**src/rtl/sysid_reader.sv**
```systemverilog
// Avalon-MM read master that fetches the system-ID and timestamp words and checks them
// against build-time values. Optional periodic re-check enabled by SYSID_READER_PERIODIC_EN.
module sysid_reader #(
    parameter logic [31:0] EXPECTED_ID    = 32'd0,
    parameter logic [31:0] EXPECTED_TS    = 32'd1519049163,
    parameter int unsigned TIMEOUT_CYCLES = 16,
    parameter bit          AUTO_START     = 1'b1
`ifdef SYSID_READER_PERIODIC_EN
    ,
    parameter int unsigned RECHECK_PERIOD = 1000000
`endif
) (
    input  logic        clock,
    input  logic        reset_n,
    input  logic        start,
    output logic        address,
    output logic        read,
    input  logic        waitrequest,
    input  logic [31:0] readdata,
    output logic [31:0] id_value,
    output logic [31:0] ts_value,
    output logic        busy,
    output logic        done,
    output logic        id_match,
    output logic        ts_match,
`ifdef SYSID_READER_PERIODIC_EN
    output logic        mismatch_sticky,
`endif
    output logic        timeout
);

    typedef enum logic [2:0] {
        IDLE  = 3'd0,
        RD_ID = 3'd1,
        RD_TS = 3'd2,
        CHECK = 3'd3,
        DONE  = 3'd4
    } state_t;

    localparam logic [15:0] TMO_LAST = 16'(TIMEOUT_CYCLES - 1);

    state_t      state_reg, state_next;
    logic [15:0] tmo_cnt_reg, tmo_cnt_next;
    logic        first_reg;
    logic [31:0] id_value_reg, id_value_next;
    logic [31:0] ts_value_reg, ts_value_next;
    logic        done_reg, done_next;
    logic        id_match_reg, id_match_next;
    logic        ts_match_reg, ts_match_next;
    logic        timeout_reg, timeout_next;
`ifdef SYSID_READER_PERIODIC_EN
    logic [31:0] period_cnt_reg, period_cnt_next;
    logic        sticky_reg, sticky_next;
    localparam logic [31:0] PERIOD_LAST = 32'(RECHECK_PERIOD - 1);
`endif

    always_ff @(posedge clock or negedge reset_n) begin
        if (!reset_n) begin
            state_reg    <= IDLE;
            tmo_cnt_reg  <= '0;
            first_reg    <= 1'b1;
            id_value_reg <= '0;
            ts_value_reg <= '0;
            done_reg     <= 1'b0;
            id_match_reg <= 1'b0;
            ts_match_reg <= 1'b0;
            timeout_reg  <= 1'b0;
`ifdef SYSID_READER_PERIODIC_EN
            period_cnt_reg <= '0;
            sticky_reg     <= 1'b0;
`endif
        end else begin
            state_reg    <= state_next;
            tmo_cnt_reg  <= tmo_cnt_next;
            first_reg    <= 1'b0;
            id_value_reg <= id_value_next;
            ts_value_reg <= ts_value_next;
            done_reg     <= done_next;
            id_match_reg <= id_match_next;
            ts_match_reg <= ts_match_next;
            timeout_reg  <= timeout_next;
`ifdef SYSID_READER_PERIODIC_EN
            period_cnt_reg <= period_cnt_next;
            sticky_reg     <= sticky_next;
`endif
        end
    end

    always_comb begin
        state_next    = state_reg;
        tmo_cnt_next  = tmo_cnt_reg;
        id_value_next = id_value_reg;
        ts_value_next = ts_value_reg;
        done_next     = done_reg;
        id_match_next = id_match_reg;
        ts_match_next = ts_match_reg;
        timeout_next  = timeout_reg;
`ifdef SYSID_READER_PERIODIC_EN
        period_cnt_next = period_cnt_reg;
        sticky_next     = sticky_reg;
`endif
        case (state_reg)
            IDLE: begin
                if (start || (AUTO_START && first_reg)) begin
                    state_next   = RD_ID;
                    tmo_cnt_next = '0;
                end
            end
            RD_ID, RD_TS: begin
                if (!waitrequest) begin
                    tmo_cnt_next = '0;
                    if (state_reg == RD_ID) begin
                        id_value_next = readdata;
                        state_next    = RD_TS;
                    end else begin
                        ts_value_next = readdata;
                        state_next    = CHECK;
                    end
                end else if (tmo_cnt_reg == TMO_LAST) begin
                    // Abort: the stall counter has seen TIMEOUT_CYCLES stalled cycles
                    tmo_cnt_next  = '0;
                    state_next    = DONE;
                    timeout_next  = 1'b1;
                    done_next     = 1'b1;
                    id_match_next = 1'b0;
                    ts_match_next = 1'b0;
`ifdef SYSID_READER_PERIODIC_EN
                    period_cnt_next = '0;
                    sticky_next     = 1'b1;
`endif
                end else begin
                    tmo_cnt_next = tmo_cnt_reg + 16'd1;
                end
            end
            CHECK: begin
                id_match_next = (id_value_reg == EXPECTED_ID);
                ts_match_next = (ts_value_reg == EXPECTED_TS);
                done_next     = 1'b1;
                state_next    = DONE;
`ifdef SYSID_READER_PERIODIC_EN
                period_cnt_next = '0;
                if ((id_value_reg != EXPECTED_ID) || (ts_value_reg != EXPECTED_TS))
                    sticky_next = 1'b1;
`endif
            end
            DONE: begin
`ifdef SYSID_READER_PERIODIC_EN
                if (start || (period_cnt_reg == PERIOD_LAST)) begin
                    period_cnt_next = '0;
`else
                if (start) begin
`endif
                    state_next    = RD_ID;
                    tmo_cnt_next  = '0;
                    done_next     = 1'b0;
                    id_match_next = 1'b0;
                    ts_match_next = 1'b0;
                    timeout_next  = 1'b0;
                end
`ifdef SYSID_READER_PERIODIC_EN
                else begin
                    period_cnt_next = period_cnt_reg + 32'd1;
                end
`endif
            end
            default: state_next = IDLE;
        endcase
    end

    // Bus strobes decode straight from state so an async reset drops them at once
    assign read     = (state_reg == RD_ID) || (state_reg == RD_TS);
    assign address  = (state_reg == RD_TS);
    assign busy     = (state_reg == RD_ID) || (state_reg == RD_TS) || (state_reg == CHECK);
    assign id_value = id_value_reg;
    assign ts_value = ts_value_reg;
    assign done     = done_reg;
    assign id_match = id_match_reg;
    assign ts_match = ts_match_reg;
    assign timeout  = timeout_reg;
`ifdef SYSID_READER_PERIODIC_EN
    assign mismatch_sticky = sticky_reg;
`endif

endmodule

```
**config.mk**
```make
export PLATFORM = sky130hd
export DESIGN_NAME = sysid_reader
export DESIGN_NICKNAME = d
export VERILOG_FILES = /design/src/rtl/sysid_reader.sv
export SDC_FILE = /design/constraint.sdc
export NUM_CORES = 1
export LEC_CHECK = 0
export BUFFER_PORTS_ARGS = -buffer_cell sky130_fd_sc_hd__buf_2
export CAP_MARGIN = 10
export CORE_ASPECT_RATIO = 2
export CORE_MARGIN = 5
export CORE_UTILIZATION = 25
export DETAILED_ROUTE_END_ITERATION = 10
export GPL_ROUTABILITY_DRIVEN = 0
export PLACE_DENSITY_LB_ADDON = 0.1
export SLEW_MARGIN = 20
export SYNTH_ARGS = -nofsm -noshare
export SYNTH_HDL_FRONTEND = slang
export SYNTH_SLANG_ARGS = --single-unit
```
**constraint.sdc**
```tcl
create_clock -name clock -period 2.77 [get_ports clock]
set_input_delay 0 -clock clock [delete_from_list [all_inputs] [get_ports clock]]
set_output_delay 0 -clock clock [all_outputs]
set_load 0.01 [all_outputs]
```
# Yosys cells after proc, flatten, opt, wreduce, memory -nomap -nowiden
# Cells that the tools add are included.
# Widths: inputs -> output; s select.
dict set report totals {
  regBits 88
  latch_bits 0
  mem_bits_rw 0
  rom_bits 0
  inputBits 36
  out_inout_bits 71
  wordCells 58
  mem_count 0
}
dict set report op_classes {
  addsub 1
  multipliers 0
  n_div 0
  magnitude_cmp 0
  n_eq_ne 11
  shifts 0
  muxes 20
  bitwise_logic 2
  n_reduce_logical 15
}
# operator n
set op_table {}
lappend op_table {{$mux 16} 4}
lappend op_table {{$pmux 16 s3} 1}
lappend op_table {{$eq 32x31->1 const B} 1}
lappend op_table {{$logic_not 32->1} 1}
lappend op_table {{$add 16x1->16 const B} 1}
lappend op_table {{$eq 16x4->1 const B} 1}
lappend op_table {{$mux 3} 4}
lappend op_table {{$pmux 3 s4} 1}
lappend op_table {{$reduce_and 3->1} 4}
lappend op_table {{$pmux 1 s3} 3}
lappend op_table {{$ne 2x2->1 const B} 4}
lappend op_table {{$reduce_and 4->1} 2}
lappend op_table {{$eq 3x2->1 const B} 2}
lappend op_table {{$mux 1} 6}
lappend op_table {{$reduce_bool 3->1} 2}
lappend op_table {{$eq 3x1->1 const B} 1}
lappend op_table {{$eq 3x3->1 const B} 1}
lappend op_table {{$logic_not 3->1} 1}
lappend op_table {{$logic_or 1x1->1} 3}
lappend op_table {{$ne 3x3->1 const B} 1}
lappend op_table {{$not 1->1} 2}
lappend op_table {{$pmux 1 s2} 1}
lappend op_table {{$reduce_bool 2->1} 1}
lappend op_table {{$reduce_or 2->1} 1}

# Logic depth before layout (Yosys ltp)
# Gate-level depths: netlist of run 1.
dict set report depth {
  ltp_word 4
  depth_mapped 7
}

# Least setup slack after synthesis of run 1
# No wires, ideal clock.
dict set report synth_timing {
  path_type {reg-to-reg}
  start {register tmo_cnt_reg[0]}
  end {register tmo_cnt_reg[3]}
  t_arrival_ns 1.814
  slack_ns 0.880
  stages_incl_launch_ff 8
  period_less_slack_ns 1.890
  path_cell_list {dfrtp_1 -> ha_1 -> and4b_1 -> and4_4 -> or3_1 -> buf_2 -> or3_1 -> o21ai_1}
}
dict set report synth_via {
  elab_chain_cells 4
  word_cells_on_any_way 5
  cone_classes {add/sub: 1; eq/ne: 1; mux: 3}
}
# element line_no
set synth_rtl {}
lappend synth_rtl {{from (decl)} 43} ;# logic [15:0] tmo_cnt_reg, tmo_cnt_next;
lappend synth_rtl {{from (signal assigned)} 74} ;# tmo_cnt_reg <= tmo_cnt_next;
lappend synth_rtl {{$add 16x1->16 / $eq 16x4->1 (equally long branches)} {132, 119}}
lappend synth_rtl {{$mux 16 *} 119} ;# end else if (tmo_cnt_reg == TMO_LAST) begin
lappend synth_rtl {{$mux 16 *} 110} ;# if (!waitrequest) begin
lappend synth_rtl {{$pmux 16 s3 *} 102} ;# case (state_reg)
# Mark *: on every way between the ends. The rest lies on a longest branch, timed or not.
# A chain may end at the register's enable or synchronous reset.

# Worst setup path after layout of run 1
dict set report layout_timing {
  start {register tmo_cnt_reg[0]}
  end {register tmo_cnt_reg[6]}
}
# Same word-level chain as after synthesis.

==> results of run 1 <==
## routing by layer
| metal | global-route usage, % | wire (um) | vias up |
|---|---|---|---|
| met5 | 0 | 0 | - |
| met4 | 4.382 | 182 | 0 |
| met3 | 2.639 | 447 | 10 |
| met2 | 25.68 | 6627 | 74 |
| li1 | - | - | 1388 |
| met1 | 13.00 | 3989 | 1438 |
## cell usage after synthesis (2+ instances only)
library cell / instances / area share [%]
a21o_1: 5 / 0.98
a21oi_1: 10 / 1.3
a22o_1: 2 / 0.46
a31oi_1: 2 / 0.33
and3_1: 3 / 0.49
and4b_1: 2 / 0.52
buf_2: 8 / 1.0
buf_6: 2 / 0.59
dfrtp_1: 87 / 57
inv_1: 6 / 0.59
mux2_1: 2 / 0.59
mux2_2: 62 / 18
nand2_1: 13 / 1.3
nand3_1: 6 / 0.78
nand3b_1: 3 / 0.59
nand4_1: 5 / 0.81
nor2_1: 15 / 1.5
nor3_1: 3 / 0.39
nor4_1: 13 / 2.1
nor4bb_1: 5 / 1.3
o2111ai_1: 2 / 0.46
o21ai_0: 10 / 1.3
o21ai_1: 2 / 0.26
o22ai_1: 2 / 0.33
or2_2: 2 / 0.33
or3_1: 6 / 0.98
xor2_1: 4 / 0.91
## where the power goes
| part | leakage [nW] | switching (mW) | total (mW) | internal (mW) |
|---|---|---|---|---|
| Sequential | 1.09 | 0.482 | 2.29 | 1.81 |
| Combinational | 1.14 | 1.05 | 2.08 | 1.03 |
| Clock | 0.141 | 0.499 | 1.28 | 0.786 |
| Total | 2.37 | 2.03 | 5.65 | 3.62 |
## metrics by stage
step / cells / utilization, %
floorplan: 300 / -
global placement: 597 / 30.29
detailed placement: 597 / 30.29
CTS: 647 / 34.64
global route: 647 / 34.64
finish: 647 / 34.64
## path summary, 6_finish.rpt
path	from	to	slack [ns]	depth (start not counted)
max	tmo_cnt_reg[0]	tmo_cnt_reg[6]	0.72	6
min	reset_n	ts_value[26]	0.22	2
max reg2reg	tmo_cnt_reg[0]	tmo_cnt_reg[6]	0.72	6
min reg2reg	ts_match	ts_match	0.48	1
max in group asynchronous	reset_n	first_reg	1.81	3
min in group clock	readdata[5]	id_value[5]	0.44	3
## final cells by class
cell class	count	area, um2	share of cell area [%]
Clock buffer	10	229.0	4.345
Timing Repair Buffer	145	925.9	17.57
Sequential cell	88	2203	41.81
Inverter	6	22.52	0.4274
Clock inverter	5	82.58	1.567
Tap cell	198	247.7	4.701
Multi-Input combinational cell	195	1559	29.58
## worst max-delay path: cells and delay by family, from the launching register on
| family | cells | cell delay, ns |
|---|---|---|
| AOI/OAI and AO/OA | 1 | 0.08 |
| and+or+nand+nor | 4 | 1.22 |
| DFF | 1 | 0.42 |
| adders and majority gates | 1 | 0.25 |
## logic make-up after synthesis
logic type	Yosys count	share of synthesized area, %
flops	88	57.32
simple gates	85	13.02
mux	64	18.75
compound gates	39	6.543
buf+inv	17	2.311
xor+xnor	5	1.628
fa+ha+maj	1	0.3255
other cells	1	0.09756
==> out/qor.csv, run 1 <==
stage;metric;value;unit
sta;Max Freq;0.4871;GHz
clock_tree;CTS clock-pin slew for the worst setup and hold paths;0.06;ns
critical_path;Worst Path Max Fanout;9;
floorplanning;die height;185.4;um
drt;Detailed Routing Iterations Pass 1;4;
clock_tree;CTS tree;yes;
clock_tree;CTS Buf Count;9;
critical_path;crit start category;flip-flop;
global_route;GRT Total Usage;12.87;%
drt;Wirelength per Cell;17.38;um
floorplanning;IO Pins;107;
drt;routed wire length;11.25;mm
sta;RSZ-0062 raised after global routing;false;
power;Pwr Total;5.651;mW
sta;final hold vios;0;
clock_tree;setup bufs post-CTS;0;
power;pwr dens;1072;nW/um2
run;MaxCap Viol Count;0;
sta;Final Skew;0.005903;ns
global_route;initial antenna violation count;0;
placement;post-DP HPWL;8.599;mm
yosys;Avg Cell Area, Syn;12.81;um2
critical_path;Worst Path Required;3.03;ns
drt;Antenna Violating Nets Remaining;0;
yosys;Post-synth top flop;dfrtp_1;
final_layout;Diodes inserted;0;
sta;Slew @ Worst Pin;0.6226;ns
placement;pre-CTS setup slack;0.7238;ns
critical_path;Worst path max stage delay;0.45;ns
critical_path;crit-path cells;ha_1, and4b_1, and4_4, or3_1, or3_1, o21ai_1;
sta;setup ws final;0.7170;ns
floorplanning;Die X;97.68;um
drt;Iter 0 DRT Violations;76;
power;VDD IR max;0.4654;mV
critical_path;critical path class;reg2reg;
clock_tree;CTS root buffer;clkbuf_16;
drt;via/cell ratio;4.498;
global_route;first-pass GRT wire length;17.91;mm
global_route;vias in the first global route;3231;
critical_path;Worst path most repeated cell;or3_1;
sta;Final TNS setup;0;ns
final_layout;layout cells sized above 1;43.65;%
final_layout;Final nets;482;
clock_tree;number of H-tree levels;3;
floorplanning;Initial Util;25.26;%
sta;Final Cycle Share;74.12;%
final_layout;leading cell type in the layout, fill and taps excluded;buf_2;
yosys;post-synthesis async set-or-reset flop share;100.0;%
drt;DRC Markers;0;
critical_path;Crit-path slowest cell;or3_1;
sta;Setup Viol. Count Final;0;
clock_tree;Skew-Pair Late Insertion Delay;0.34;ns
clock_tree;CTS Hold Bufs;35;
yosys;sequential cell area fraction in the yosys report;57.32;%
global_route;largest net degree at the start of global routing;47;
sta;Slew Limit Headroom;58.49;%
final_layout;FILL cells;1605;
sta;Hold Slack;0.2249;ns
yosys;yosys warns;0;
critical_path;critical path data arrival time;2.31;ns
yosys;Netlist Area Pre-Place;3844;um2
drt;vias;2910;
clock_tree;clk buf depth;2;
yosys;syn_nets;337;
yosys;FF+latch count, synth;88;
clock_tree;CTS-repair resized insts;0;
yosys;Post-synth EDFFs;0;
floorplanning;Core Region;15210;um2
sta;Slew Viols, Final;0;
outcome;status;complete, no violations;
final_layout;post-route cell area;5270;um2
critical_path;Crit. End Element;flip-flop;
floorplanning;Row Count;64;
clock_tree;Clock Sink Count;88;
final_layout;Layout area overhead;37.11;%
final_layout;most frequent cells in the layout;buf_2, dfrtp_1, mux2_2;
power;Lkg Pwr;2.365;nW
yosys;Syn Inst Count;300;
floorplanning;die area;18100;um2
yosys;Unique masters post-synth;45;
placement;Area after DPL;4608;um2
sta;Tmin final;2.053;ns
worst_hold_path;Hold Path Class;in2async;
global_route;grt total ovfl;0;
placement;PortBufs;106;
Power figures use the tool's default switching activity.
==> inputs of run 2 (changes only) <==
==> constraint.sdc (replaced) <==
create_clock -name clock -period 2 [get_ports clock]
set_input_delay 0 -clock clock [delete_from_list [all_inputs] [get_ports clock]]
set_output_delay 0 -clock clock [all_outputs]
set_load 0.01 [all_outputs]
==> run 2 against run 1 <==
Compared with the run above:
- clock-buffer cell count unchanged
- worst hold slack got worse by 0.050 ns
- via count increased by 3.1%
- sequential power increased by 38%
- first-iteration DRC count increased by 30%
- total power increased by 42%
- largest power group unchanged
==> out/qor.csv, run 2 (synthesis results as in run 1) <==
stage;metric;value;unit;change
outcome;status;complete, no violations;;
sta;Setup Viol. Count Final;0;;unchanged
drt;routed wire length;11.58;mm;+3.0%
critical_path;Crit. Startpoint;tmo_cnt_reg[0];;
sta;Tmin final;1.863;ns;-0.1901 ns
drt;Detailed Routing Iterations Pass 1;4;;unchanged
critical_path;Crit-path slowest cell;dfrtp_1;;
drt;Wirelength per Cell;17.49;um;+0.62%
power;VDD IR max;0.6063;mV;+30%
clock_tree;clk buf depth;2;;unchanged
critical_path;crit start category;flip-flop;;
drt;via/cell ratio;4.532;;+0.76%
critical_path;crit-path cells;ha_1, and4b_1, and4_4, or3_4, or3_1, o21ai_1;;
critical_path;Worst Path Required;2.26;ns;-0.77 ns
floorplanning;die area;18100;um2;unchanged
floorplanning;Row Count;64;;unchanged
clock_tree;CTS root buffer;clkbuf_16;;
global_route;grt total ovfl;0;;unchanged
final_layout;Layout area overhead;40.46;%;
global_route;largest net degree at the start of global routing;43;;-8.5%
floorplanning;Die X;97.68;um;unchanged
sta;Final Skew;0.01070;ns;+0.004796 ns
sta;Final TNS setup;0;ns;unchanged
power;Lkg Pwr;2.453;nW;+3.7%
power;pwr dens;1483;nW/um2;+38%
clock_tree;Clock Sink Count;88;;unchanged
sta;Slew Viols, Final;0;;unchanged
sta;setup ws final;0.1371;ns;-0.5799 ns
clock_tree;Skew-Pair Late Insertion Delay;0.34;ns;about the same
global_route;first-pass GRT wire length;18.47;mm;+3.1%
floorplanning;Initial Util;25.26;%;unchanged
final_layout;layout cells sized above 1;45.69;%;+2.0 points
critical_path;critical path data arrival time;2.12;ns;-0.19 ns
drt;DRC Markers;0;;unchanged
final_layout;leading cell type in the layout, fill and taps excluded;buf_2;;
critical_path;Worst path max stage delay;0.39;ns;-0.06 ns
drt;vias;3000;;+3.1%
critical_path;Worst Path Max Fanout;7;;-2
global_route;GRT Total Usage;13.17;%;+0.30 points
placement;pre-CTS setup slack;0.07048;ns;-0.6533 ns
final_layout;Diodes inserted;0;;unchanged
placement;PortBufs;106;;unchanged
critical_path;RR Startpoint;tmo_cnt_reg[0];;
sta;RSZ-0062 raised after global routing;false;;
global_route;vias in the first global route;3370;;+4.3%
critical_path;Crit. End Element;flip-flop;;
run;MaxCap Viol Count;0;;unchanged
critical_path;R2R cell count;6;;unchanged
final_layout;FILL cells;1584;;-1.3%
sta;Final Cycle Share;93.15;%;+19 points
placement;post-DP HPWL;8.803;mm;+2.4%
sta;Hold Slack;0.1750;ns;-0.04991 ns
floorplanning;Core Region;15210;um2;unchanged
global_route;initial antenna violation count;0;;unchanged
worst_hold_path;Hold Path Class;in2async;;
floorplanning;die height;185.4;um;unchanged
critical_path;critical path class;reg2reg;;
final_layout;sequential cell area;2203;um2;unchanged
final_layout;most frequent cells in the layout;buf_2, dfrtp_1, mux2_2;;
final_layout;multi-input logic area;1564;um2;+0.32%
floorplanning;IO Pins;107;;unchanged
sta;Max Freq;0.5368;GHz;+10%
clock_tree;CTS tree;yes;;
drt;Iter 0 DRT Violations;99;;+30%
clock_tree;setup bufs post-CTS;0;;unchanged
sta;final hold vios;0;;unchanged
clock_tree;CTS clock-pin slew for the worst setup and hold paths;0.08;ns;+0.02 ns
clock_tree;CTS Buf Count;9;;unchanged
final_layout;Final nets;496;;+2.9%
clock_tree;number of H-tree levels;3;;unchanged
drt;Antenna Violating Nets Remaining;0;;unchanged
[run 2: area by class of cell]
cell class,instances,area share (%)
inverter,6,0.4171
sequential,88,40.81
tap,198,4.589
clock inverter,6,1.414
timing repair buffer,159,19.56
multi-input combinational,195,28.97
clock buffer,10,4.241
[run 2: timing repair]
action,4_1_cts,5_1_grt
setup endpoints to repair,0,3
resized for setup,0,1
endpoints found under the hold margin,99,0
hold buffers,35,0
[run 2: worst max-delay path, delay by kind of cell (launching register included)]
kind                       cells  cell delay, ns
and+or+nand+nor                4            1.10
DFF                            1            0.39
adders and majority gates      1            0.21
AOI/OAI and AO/OA              1            0.08
[run 2: metal layers]
layer | global-route usage (%) | share of wire [%]
met5 | 0 | 0
met4 | 5.047 | 1.9
met3 | 2.262 | 2.9
met2 | 25.74 | 58
met1 | 13.82 | 37
[run 2: per-stage QoR]
step	instances	area, um2	power [mW]	util, %
4_1_cts	662	5394	8.163	35.45
3_5_place_dp	611	4738	6.323	31.14
2_1_floorplan	300	3844	4.789	-
5_1_grt	662	5399	8.541	35.49
6_report	662	5399	8.009	35.49
3_3_place_gp	611	4738	6.299	31.14
[run 2: report_power, final]
group	total, mW	internal (mW)	switching, mW
clock	1.74	0.992	0.751
combinational	3.11	1.59	1.52
sequential	3.16	2.50	0.654
total	8.01	5.08	2.93
[run 2: path summary, 6_finish.rpt]
path / slack (ns) / end
worst max register to register: 0.14 / tmo_cnt_reg[3]
min in group clock: 0.43 / id_value[5]
worst min-delay path: 0.17 / ts_value[30]
worst max-delay path: 0.14 / tmo_cnt_reg[3]
max in group asynchronous: 1.22 / id_value[19]
worst min register to register: 0.48 / id_match
